## config.mk

```make
export PLATFORM = sky130hd
export DESIGN_NAME = id_stage_hazard_flat
export DESIGN_NICKNAME = d
export VERILOG_FILES = /design/src/rtl/pipeline_pkg.sv /design/src/rtl/id_stage_hazard_if.sv /design/src/rtl/regfile_bypass.sv /design/src/rtl/id_stage_hazard.sv /design/src/flat_wrapper.sv
export SDC_FILE = /design/constraint.sdc
export NUM_CORES = 2
export LEC_CHECK = 0
export ABC_AREA = 1
export CORE_MARGIN = 2
export CORE_UTILIZATION = 65
export CTS_BUF_LIST = sky130_fd_sc_hd__clkbuf_4 sky130_fd_sc_hd__clkbuf_8
export DETAILED_ROUTE_END_ITERATION = 10
export GPL_TIMING_DRIVEN = 1
export PLACE_DENSITY = 0.81
export REMOVE_ABC_BUFFERS = 1
export SLEW_MARGIN = 10
export SYNTH_ARGS = -nofsm -noshare
export SYNTH_HDL_FRONTEND = slang
export SYNTH_SLANG_ARGS = --single-unit
```

## constraint.sdc

```tcl
create_clock -name clock -period 83.7 [get_ports clock]
set_clock_uncertainty 0.1 [all_clocks]
set_input_delay 16.74 -clock clock [delete_from_list [all_inputs] [get_ports clock]]
set_output_delay 16.74 -clock clock [all_outputs]
set_load 0.01 [all_outputs]
```

## src/rtl/pipeline_pkg.sv

```systemverilog
// Shared pipeline definitions: opcodes, ALUOp classes, the decoded control
// bundle and small decode helpers used by the ID stage.
package pipeline_pkg;

  localparam logic [5:0] OP_RTYPE = 6'b000000;
  localparam logic [5:0] OP_LW    = 6'b100011;
  localparam logic [5:0] OP_SW    = 6'b101011;
  localparam logic [5:0] OP_BEQ   = 6'b000100;

  localparam logic [1:0] ALUOP_MEM = 2'b00;
  localparam logic [1:0] ALUOP_BR  = 2'b01;
  localparam logic [1:0] ALUOP_R   = 2'b10;

  typedef struct packed {
    logic       reg_dst;
    logic       alu_src;
    logic       mem_to_reg;
    logic       reg_write;
    logic       mem_read;
    logic       mem_write;
    logic       branch;
    logic [1:0] alu_op;
  } ctrl_t;

  // Opcode -> control bundle; unknown opcodes decode to all-zero controls.
  function automatic ctrl_t decode_ctrl(input logic [5:0] op);
    ctrl_t c;
    c = '0;
    case (op)
      OP_RTYPE: begin
        c.reg_dst   = 1'b1;
        c.reg_write = 1'b1;
        c.alu_op    = ALUOP_R;
      end
      OP_LW: begin
        c.alu_src    = 1'b1;
        c.mem_to_reg = 1'b1;
        c.reg_write  = 1'b1;
        c.mem_read   = 1'b1;
        c.alu_op     = ALUOP_MEM;
      end
      OP_SW: begin
        c.alu_src   = 1'b1;
        c.mem_write = 1'b1;
        c.alu_op    = ALUOP_MEM;
      end
      OP_BEQ: begin
        c.branch = 1'b1;
        c.alu_op = ALUOP_BR;
      end
      default: c = '0;
    endcase
    return c;
  endfunction

  function automatic logic is_known_op(input logic [5:0] op);
    return (op == OP_RTYPE) || (op == OP_LW) || (op == OP_SW) || (op == OP_BEQ);
  endfunction

  // Instructions that read rt as a source operand (lw only writes it).
  function automatic logic uses_rt(input logic [5:0] op);
    return (op == OP_RTYPE) || (op == OP_SW) || (op == OP_BEQ);
  endfunction

endpackage

```

## src/rtl/id_stage_hazard_if.sv

```systemverilog
// ID stage bus: IF/ID inputs, write-back port, flush, and the ID/EX outputs.
// master = upstream/downstream pipeline side, slave = the ID stage.
interface id_stage_hazard_if #(
  parameter int unsigned DATA_W     = 32,
  parameter int unsigned PC_W       = 11,
  parameter int unsigned REG_ADDR_W = 5,
  parameter int unsigned CNT_W      = 16
) ();

  logic [31:0]             instruction;
  logic [PC_W-1:0]         current_pc;
  logic                    if_valid;
  logic [DATA_W-1:0]       write_back_data;
  logic [REG_ADDR_W-1:0]   write_back_address;
  logic                    RegWrite;
  logic                    flush;

  logic                    stall;
  logic                    valid_out;
  logic [DATA_W-1:0]       data_a;
  logic [DATA_W-1:0]       data_b;
  logic [DATA_W-1:0]       sign_extended;
  logic [PC_W-1:0]         jump_dest_addr;
  logic [REG_ADDR_W-1:0]   rs_out;
  logic [REG_ADDR_W-1:0]   reg_dest_l_type;
  logic [REG_ADDR_W-1:0]   reg_dest_r_type;
  logic                    RegDst_out;
  logic                    ALUSrc_out;
  logic                    MemToReg_out;
  logic                    RegWrite_out;
  logic                    MemRead_out;
  logic                    MemWrite_out;
  logic                    Branch_out;
  logic [1:0]              ALUOp_out;
  logic                    illegal_op;
  logic [CNT_W-1:0]        stall_count;

  modport master (
    output instruction, current_pc, if_valid,
    output write_back_data, write_back_address, RegWrite, flush,
    input  stall, valid_out, data_a, data_b, sign_extended, jump_dest_addr,
    input  rs_out, reg_dest_l_type, reg_dest_r_type,
    input  RegDst_out, ALUSrc_out, MemToReg_out, RegWrite_out,
    input  MemRead_out, MemWrite_out, Branch_out, ALUOp_out,
    input  illegal_op, stall_count
  );

  modport slave (
    input  instruction, current_pc, if_valid,
    input  write_back_data, write_back_address, RegWrite, flush,
    output stall, valid_out, data_a, data_b, sign_extended, jump_dest_addr,
    output rs_out, reg_dest_l_type, reg_dest_r_type,
    output RegDst_out, ALUSrc_out, MemToReg_out, RegWrite_out,
    output MemRead_out, MemWrite_out, Branch_out, ALUOp_out,
    output illegal_op, stall_count
  );

endinterface

```

## src/rtl/regfile_bypass.sv

```systemverilog
// Register file, 2 read / 1 write, with write-back bypass on both read ports.
// Ports: clock/reset (async active-high), we/waddr/wdata write port,
//        raddr_a/raddr_b -> rdata_a_c/rdata_b_c combinational reads.
// Entry 0 is hard-wired to zero.
module regfile_bypass #(
  parameter int unsigned DATA_W     = 32,
  parameter int unsigned REG_ADDR_W = 5
) (
  input  logic                  clock,
  input  logic                  reset,
  input  logic                  we,
  input  logic [REG_ADDR_W-1:0] waddr,
  input  logic [DATA_W-1:0]     wdata,
  input  logic [REG_ADDR_W-1:0] raddr_a,
  input  logic [REG_ADDR_W-1:0] raddr_b,
  output logic [DATA_W-1:0]     rdata_a_c,
  output logic [DATA_W-1:0]     rdata_b_c
);

  localparam int unsigned NUM_REGS = 1 << REG_ADDR_W;

  logic [DATA_W-1:0] regs [NUM_REGS];

  // Storage; writes to entry 0 are dropped.
  always_ff @(posedge clock or posedge reset) begin
    if (reset) begin
      for (int unsigned i = 0; i < NUM_REGS; i++) begin
        regs[i] <= '0;
      end
    end else if (we && (waddr != '0)) begin
      regs[waddr] <= wdata;
    end
  end

  // Port A read with same-cycle write-back forwarding.
  always_comb begin
    rdata_a_c = '0;
    if (raddr_a != '0) begin
      rdata_a_c = (we && (waddr == raddr_a)) ? wdata : regs[raddr_a];
    end
  end

  // Port B read with same-cycle write-back forwarding.
  always_comb begin
    rdata_b_c = '0;
    if (raddr_b != '0) begin
      rdata_b_c = (we && (waddr == raddr_b)) ? wdata : regs[raddr_b];
    end
  end

endmodule

```

## src/rtl/id_stage_hazard.sv

```systemverilog
// MIPS decode stage: register read with WB bypass, opcode decode, immediate
// sign extension, branch target, load-use stall detection, and a registered
// ID/EX boundary with bubble/flush plus a saturating stall counter.
// Ports: clock, reset (async active-high), bus (id_stage_hazard_if.slave)
//        carrying IF/ID, write-back, flush inputs and all ID/EX outputs.
module id_stage_hazard
  import pipeline_pkg::*;
#(
  parameter int unsigned DATA_W     = 32,
  parameter int unsigned PC_W       = 11,
  parameter int unsigned REG_ADDR_W = 5,
  parameter int unsigned CNT_W      = 16
) (
  input  logic             clock,
  input  logic             reset,
  id_stage_hazard_if.slave bus
);

  localparam logic [CNT_W-1:0] CNT_MAX = '1;

  logic [5:0]            opcode;
  logic [REG_ADDR_W-1:0] rs;
  logic [REG_ADDR_W-1:0] rt;
  logic [REG_ADDR_W-1:0] rd;
  logic [15:0]           imm;
  logic [DATA_W-1:0]     rd_a;
  logic [DATA_W-1:0]     rd_b;
  logic [DATA_W-1:0]     sext;
  logic [PC_W-1:0]       br_off;
  logic [PC_W-1:0]       target;
  ctrl_t                 dec_ctrl;
  logic                  dec_illegal;
  logic                  load_in_ex;
  logic                  stall_c;
  logic                  bubble;

  logic                  valid_q;
  ctrl_t                 ctrl_q;
  logic                  illegal_q;
  logic [DATA_W-1:0]     data_a_q;
  logic [DATA_W-1:0]     data_b_q;
  logic [DATA_W-1:0]     sext_q;
  logic [PC_W-1:0]       target_q;
  logic [REG_ADDR_W-1:0] rs_q;
  logic [REG_ADDR_W-1:0] rt_q;
  logic [REG_ADDR_W-1:0] rd_q;
  logic [CNT_W-1:0]      cnt_q;

  // Instruction field extraction.
  assign opcode = bus.instruction[31:26];
  assign rs     = REG_ADDR_W'(bus.instruction[25:21]);
  assign rt     = REG_ADDR_W'(bus.instruction[20:16]);
  assign rd     = REG_ADDR_W'(bus.instruction[15:11]);
  assign imm    = bus.instruction[15:0];

  regfile_bypass #(
    .DATA_W     (DATA_W),
    .REG_ADDR_W (REG_ADDR_W)
  ) u_regfile (
    .clock     (clock),
    .reset     (reset),
    .we        (bus.RegWrite),
    .waddr     (bus.write_back_address),
    .wdata     (bus.write_back_data),
    .raddr_a   (rs),
    .raddr_b   (rt),
    .rdata_a_c (rd_a),
    .rdata_b_c (rd_b)
  );

  assign dec_ctrl    = decode_ctrl(opcode);
  assign dec_illegal = ~is_known_op(opcode);

  // Word offset truncated to PC width; the add wraps modulo 2**PC_W.
  assign sext   = DATA_W'($signed(imm));
  assign br_off = PC_W'({sext, 2'b00});
  assign target = bus.current_pc + br_off;

  // Load in EX whose destination feeds this instruction: hold IF/ID one cycle.
  // Uses valid_q, so an async reset drops the stall immediately.
  assign load_in_ex = valid_q && ctrl_q.mem_read && (rt_q != '0);
  assign stall_c    = bus.if_valid && !bus.flush && load_in_ex &&
                      ((rt_q == rs) || (uses_rt(opcode) && (rt_q == rt)));
  assign bubble     = bus.flush || stall_c || !bus.if_valid;

  // ID/EX boundary; bubbles clear valid and controls, data fields still load.
  always_ff @(posedge clock or posedge reset) begin
    if (reset) begin
      valid_q   <= 1'b0;
      ctrl_q    <= '0;
      illegal_q <= 1'b0;
      data_a_q  <= '0;
      data_b_q  <= '0;
      sext_q    <= '0;
      target_q  <= '0;
      rs_q      <= '0;
      rt_q      <= '0;
      rd_q      <= '0;
    end else begin
      valid_q  <= ~bubble;
      data_a_q <= rd_a;
      data_b_q <= rd_b;
      sext_q   <= sext;
      target_q <= target;
      rs_q     <= rs;
      rt_q     <= rt;
      rd_q     <= rd;
      if (bubble) begin
        ctrl_q    <= '0;
        illegal_q <= 1'b0;
      end else begin
        ctrl_q    <= dec_ctrl;
        illegal_q <= dec_illegal;
      end
    end
  end

  // Saturating stall-cycle counter.
  always_ff @(posedge clock or posedge reset) begin
    if (reset) begin
      cnt_q <= '0;
    end else if (stall_c && (cnt_q != CNT_MAX)) begin
      cnt_q <= cnt_q + CNT_W'(1);
    end
  end

  assign bus.stall           = stall_c;
  assign bus.valid_out       = valid_q;
  assign bus.data_a          = data_a_q;
  assign bus.data_b          = data_b_q;
  assign bus.sign_extended   = sext_q;
  assign bus.jump_dest_addr  = target_q;
  assign bus.rs_out          = rs_q;
  assign bus.reg_dest_l_type = rt_q;
  assign bus.reg_dest_r_type = rd_q;
  assign bus.RegDst_out      = ctrl_q.reg_dst;
  assign bus.ALUSrc_out      = ctrl_q.alu_src;
  assign bus.MemToReg_out    = ctrl_q.mem_to_reg;
  assign bus.RegWrite_out    = ctrl_q.reg_write;
  assign bus.MemRead_out     = ctrl_q.mem_read;
  assign bus.MemWrite_out    = ctrl_q.mem_write;
  assign bus.Branch_out      = ctrl_q.branch;
  assign bus.ALUOp_out       = ctrl_q.alu_op;
  assign bus.illegal_op      = illegal_q;
  assign bus.stall_count     = cnt_q;

endmodule

```

## src/flat_wrapper.sv

```systemverilog
// flat-port wrapper written by rule: the top's interface ports become plain ports
module id_stage_hazard_flat import pipeline_pkg::*;
#(
  parameter int unsigned DATA_W     = 32,
  parameter int unsigned PC_W       = 11,
  parameter int unsigned REG_ADDR_W = 5,
  parameter int unsigned CNT_W      = 16
)
  (clock, reset, bus_instruction, bus_current_pc, bus_if_valid, bus_write_back_data, bus_write_back_address, bus_RegWrite, bus_flush, bus_stall, bus_valid_out, bus_data_a, bus_data_b, bus_sign_extended, bus_jump_dest_addr, bus_rs_out, bus_reg_dest_l_type, bus_reg_dest_r_type, bus_RegDst_out, bus_ALUSrc_out, bus_MemToReg_out, bus_RegWrite_out, bus_MemRead_out, bus_MemWrite_out, bus_Branch_out, bus_ALUOp_out, bus_illegal_op, bus_stall_count);
  id_stage_hazard_if #(.DATA_W(DATA_W), .PC_W(PC_W), .REG_ADDR_W(REG_ADDR_W), .CNT_W(CNT_W)) bus_i ();
  input  logic clock;
  input  logic reset;
  input wire logic [$bits(bus_i.instruction)-1:0] bus_instruction;
  input wire logic [$bits(bus_i.current_pc)-1:0] bus_current_pc;
  input wire logic [$bits(bus_i.if_valid)-1:0] bus_if_valid;
  input wire logic [$bits(bus_i.write_back_data)-1:0] bus_write_back_data;
  input wire logic [$bits(bus_i.write_back_address)-1:0] bus_write_back_address;
  input wire logic [$bits(bus_i.RegWrite)-1:0] bus_RegWrite;
  input wire logic [$bits(bus_i.flush)-1:0] bus_flush;
  output wire logic [$bits(bus_i.stall)-1:0] bus_stall;
  output wire logic [$bits(bus_i.valid_out)-1:0] bus_valid_out;
  output wire logic [$bits(bus_i.data_a)-1:0] bus_data_a;
  output wire logic [$bits(bus_i.data_b)-1:0] bus_data_b;
  output wire logic [$bits(bus_i.sign_extended)-1:0] bus_sign_extended;
  output wire logic [$bits(bus_i.jump_dest_addr)-1:0] bus_jump_dest_addr;
  output wire logic [$bits(bus_i.rs_out)-1:0] bus_rs_out;
  output wire logic [$bits(bus_i.reg_dest_l_type)-1:0] bus_reg_dest_l_type;
  output wire logic [$bits(bus_i.reg_dest_r_type)-1:0] bus_reg_dest_r_type;
  output wire logic [$bits(bus_i.RegDst_out)-1:0] bus_RegDst_out;
  output wire logic [$bits(bus_i.ALUSrc_out)-1:0] bus_ALUSrc_out;
  output wire logic [$bits(bus_i.MemToReg_out)-1:0] bus_MemToReg_out;
  output wire logic [$bits(bus_i.RegWrite_out)-1:0] bus_RegWrite_out;
  output wire logic [$bits(bus_i.MemRead_out)-1:0] bus_MemRead_out;
  output wire logic [$bits(bus_i.MemWrite_out)-1:0] bus_MemWrite_out;
  output wire logic [$bits(bus_i.Branch_out)-1:0] bus_Branch_out;
  output wire logic [$bits(bus_i.ALUOp_out)-1:0] bus_ALUOp_out;
  output wire logic [$bits(bus_i.illegal_op)-1:0] bus_illegal_op;
  output wire logic [$bits(bus_i.stall_count)-1:0] bus_stall_count;
  assign bus_i.instruction = bus_instruction;
  assign bus_i.current_pc = bus_current_pc;
  assign bus_i.if_valid = bus_if_valid;
  assign bus_i.write_back_data = bus_write_back_data;
  assign bus_i.write_back_address = bus_write_back_address;
  assign bus_i.RegWrite = bus_RegWrite;
  assign bus_i.flush = bus_flush;
  assign bus_stall = bus_i.stall;
  assign bus_valid_out = bus_i.valid_out;
  assign bus_data_a = bus_i.data_a;
  assign bus_data_b = bus_i.data_b;
  assign bus_sign_extended = bus_i.sign_extended;
  assign bus_jump_dest_addr = bus_i.jump_dest_addr;
  assign bus_rs_out = bus_i.rs_out;
  assign bus_reg_dest_l_type = bus_i.reg_dest_l_type;
  assign bus_reg_dest_r_type = bus_i.reg_dest_r_type;
  assign bus_RegDst_out = bus_i.RegDst_out;
  assign bus_ALUSrc_out = bus_i.ALUSrc_out;
  assign bus_MemToReg_out = bus_i.MemToReg_out;
  assign bus_RegWrite_out = bus_i.RegWrite_out;
  assign bus_MemRead_out = bus_i.MemRead_out;
  assign bus_MemWrite_out = bus_i.MemWrite_out;
  assign bus_Branch_out = bus_i.Branch_out;
  assign bus_ALUOp_out = bus_i.ALUOp_out;
  assign bus_illegal_op = bus_i.illegal_op;
  assign bus_stall_count = bus_i.stall_count;
  id_stage_hazard #(.DATA_W(DATA_W), .PC_W(PC_W), .REG_ADDR_W(REG_ADDR_W), .CNT_W(CNT_W)) u_core (.clock(clock), .reset(reset), .bus(bus_i));
endmodule
```

==> results.py <==
metrics = {
    "synth": {
        "synth_ff_type": "dfrtp_1",
        "synth.distinct_cells": 29,
        "synth_area_um2": 63200,
        "synth_compound_area_frac": 0.116,
        "synth_top_cell_by_area": "dfrtp_1",
        "synthMuxAreaShare": 0,
        "yosys.area_share.xor_xnor": 0.00360,
        "synth_seq_cells": 1151,
        "synth.yosys.seq_area_share": 0.456,
        "synth_edf_count": 0,
        "ys_async_sr_fraction": 1.00,
        "synthSimpleGateAreaFrac": 0.329,
        "netlist.area_leader.share": 0.456,
        "synth_top_family_by_area": "simple AND/OR/NAND/NOR gates",
        "syn_avg_cell_area_um2": 6.86,
        "netlist_top_cells_area": "dfrtp_1 (46%), nand2_1 (20%), nand3_1 (10%)",
        "synth_fa_ha_area_frac": 0.00210,
        "yosysWarnings": 0,
        "synthCells": 9214,
    },
    "setup_path": {
        "crit_fanout": 139,
        "crit_path_start_kind": "input port",
        "worstPathRequired_ns": 66.86,
        "crit_top_cell": "nand2_1",
        "reg2reg_to": "u_core.bus.stall_count[12]$_DFFE_PP0P_",
        "cp.arrival_ns": 19.53,
        "slowest_stage": "o21ai_2",
        "rrSetupSlack_ns": 80.82,
        "cpPeakStageDelay_ns": 0.65,
        "path_class": "input port to output port",
        "cpLargestDelayFamily": "buffers and inverters",
        "crit_chain": "buf_8, inv_8, nand2_1, nand2_1, nor2_1, nand2_1, o21ai_2, nand2_1, inv_1, clkdlybuf4s50_1",
        "critPathBufInv": 4,
        "r2r_start": "u_core.bus.reg_dest_l_type[0]$_DFF_PP0_",
        "cp-end-kind": "output port",
        "ff2ff_path_depth": 9,
    },
    "min_path": {
        "min-delay-start": "u_core.u_regfile.regs[993]$_DFFE_PP0P_",
        "hold-path-endpoint": "u_core.u_regfile.regs[993]$_DFFE_PP0P_",
        "hp-class": "flip-flop to flip-flop",
        "hold-path-cell-count": 0,
    },
    "sta": {
        "rsz0062_at_grt": "no",
        "worst_pin_slew_ns": 1.28,
        "setup_viol": 0,
        "min_period_ns": 36.37,
        "drv_slew": 0,
        "tns_ns": 0,
        "fin_crit_sh": 0.435,
        "worst_slew_margin_rel": 0.143,
        "max_freq_mhz": 27.5,
        "final_hold_viol_count": 0,
    },
    "grt": {
        "antenna_found_initial": 9,
        "grt_util_all_layers": 0.440,
        "gr-total-overflow": 0,
        "grt_pass1_vias": 60400,
        "grt_start_max_net_pins": 189,
        "grt_pass1_wl_um": 340000,
    },
    "routing": {
        "vias_per_cell": 6.19,
        "vias": 64500,
        "routed_wl_um": 220000,
        "ant_nets": 0,
        "wl_per_cell_um": 21.2,
        "drt_pre_antenna_iters": 9,
        "drt_iter0_drc": 10400,
        "drc": 0,
    },
    "clock_tree": {
        "cts-root-buf": "clkbuf_8",
        "cts_tree": "yes",
        "hold_buffers": 0,
        "cts_buffer_depth": 3,
        "cts_made_buffers": 192,
        "clock_latency_ns": 0.89,
        "postCtsResizedCells": 0,
        "clkTransAtPathRegs_ns": 0.06,
        "cts_num_sinks": 1151,
        "post_cts_buffers": 0,
        "cts_max_level": 4,
    },
    "status": {
        "status": "finished, final reports clean",
    },
    "layout": {
        "drive_gt1_frac": 0.0558,
        "nFillCells": 7975,
        "nets": 9090,
        "fin_util": 0.718,
        "final_cell_mix": "nand2_1 (3347), nand3_1 (1315), dfrtp_1 (1151), o21ai_0 (1114), inv_1 (779)",
        "final_common_cell": "nand2_1",
        "area_growth_pct": 9.71,
        "seq_area_um2": 28800,
        "multi_input_area_um2": 28600,
    },
    "pwr": {
        "power_density_nw_per_um2": 22.6,
        "vdd_ir_drop_max_mv": 0.0189,
        "p_leak_nw": 34.1,
        "power_mw": 1.57,
    },
    "die": {
        "num_io_pins": 235,
        "die_y_um": 316,
        "initial_core_util": 0.655,
        "coreArea_um2": 96600,
        "dieArea_um2": 99800,
        "die_w_um": 316,
        "rows": 114,
    },
    "job": {
        "maxCapViolCount": 0,
    },
    "placement": {
        "dp_hpwl_um": 119000,
        "numPortBuffers": 234,
        "gp_congestion": 0.901,
    },
}
## sequential cells by signal, summed over array words and instances, names as in the netlist
name                        cells
u_core.bus.MemWrite_out         1
u_core.bus.valid_out            1
u_core.u_regfile.regs        1024
u_core.bus.RegWrite_out         1
u_core.bus.reg_dest_r_type      1
u_core.bus.RegDst_out           1
u_core.bus.ALUOp_out            2
u_core.bus.illegal_op           1
u_core.bus.Branch_out           1
u_core.bus.rs_out               5
u_core.bus.sign_extended       15
u_core.bus.ALUSrc_out           1
u_core.bus.reg_dest_l_type      5
u_core.bus.stall_count         16
u_core.bus.jump_dest_addr      11
u_core.bus.data_a              32
u_core.bus.MemRead_out          1
u_core.bus.data_b              32
## kinds of logic after synthesis
logic type | count (synthesis)
xor+xnor | 26
compound gates | 1418
simple gates | 5066
flops | 1151
fa+ha+maj | 10
buf+inv | 1543
## per-stage QoR
step	cells	area, µm²	hold WS, ns	setup WS, ns
after detailed placement	10100	65200	0.266	47.45
after global routing	10400	69300	0.285	47.10
after global placement	10100	65200	0.265	47.47
final	10400	69300	0.280	47.33
after CTS	10400	69300	0.280	47.45
after floorplan	8468	60300	0.254	34.44
## power breakdown
group          switching (mW)  total, mW  internal [mW]
Combinational           0.209      0.323          0.113
Clock                   0.234      0.535          0.301
Sequential             0.0582      0.713          0.654
Total                   0.501       1.57           1.07
## cells in the mapped netlist, types with 9 or more instances
master    instances
nand2_1        3375
nand3_1        1318
dfrtp_1        1151
o21ai_0        1114
inv_1           786
clkbuf_1        620
nor2_1          328
a21oi_1         181
o211ai_1         83
buf_1            62
buf_2            42
o21ai_1          33
nand4_1          23
buf_4            22
xor2_1           22
nor3_1           12
ha_1              9
## how the worst max path moves through the flow
stage	depth (start not counted)	slack, ns	start	end
2_1_floorplan	1	34.44	reset	u_core.bus.ALUOp_out[0]$_DFF_PP0_
3_3_place_gp	10	47.47	bus_instruction[16]	bus_stall
3_5_place_dp	10	47.45	bus_instruction[16]	bus_stall
4_1_cts	10	47.45	bus_instruction[16]	bus_stall
5_1_grt	10	47.10	bus_instruction[16]	bus_stall
6_report	10	47.33	bus_instruction[16]	bus_stall
## area by class of cell
| cell class | count | share of cell area |
|---|---|---|
| antenna | 5 | 0.000180 |
| clock buffer | 325 | 0.0578 |
| clock inverter | 14 | 0.00150 |
| inverter | 797 | 0.0437 |
| multi-input combinational | 6520 | 0.413 |
| sequential | 1151 | 0.415 |
| tap | 1276 | 0.0230 |
| timing repair buffer | 333 | 0.0456 |
## routing by layer
metal  routed length (µm)  global-route usage  up-vias
met1                79600               0.578    29600
met5                   23                   0        -
met2                92900               0.646     5028
met4                14800               0.270        4
li1                     -                   -    28800
met3                33100               0.126     1009
Note: power is estimated with default switching activity, not from simulation.
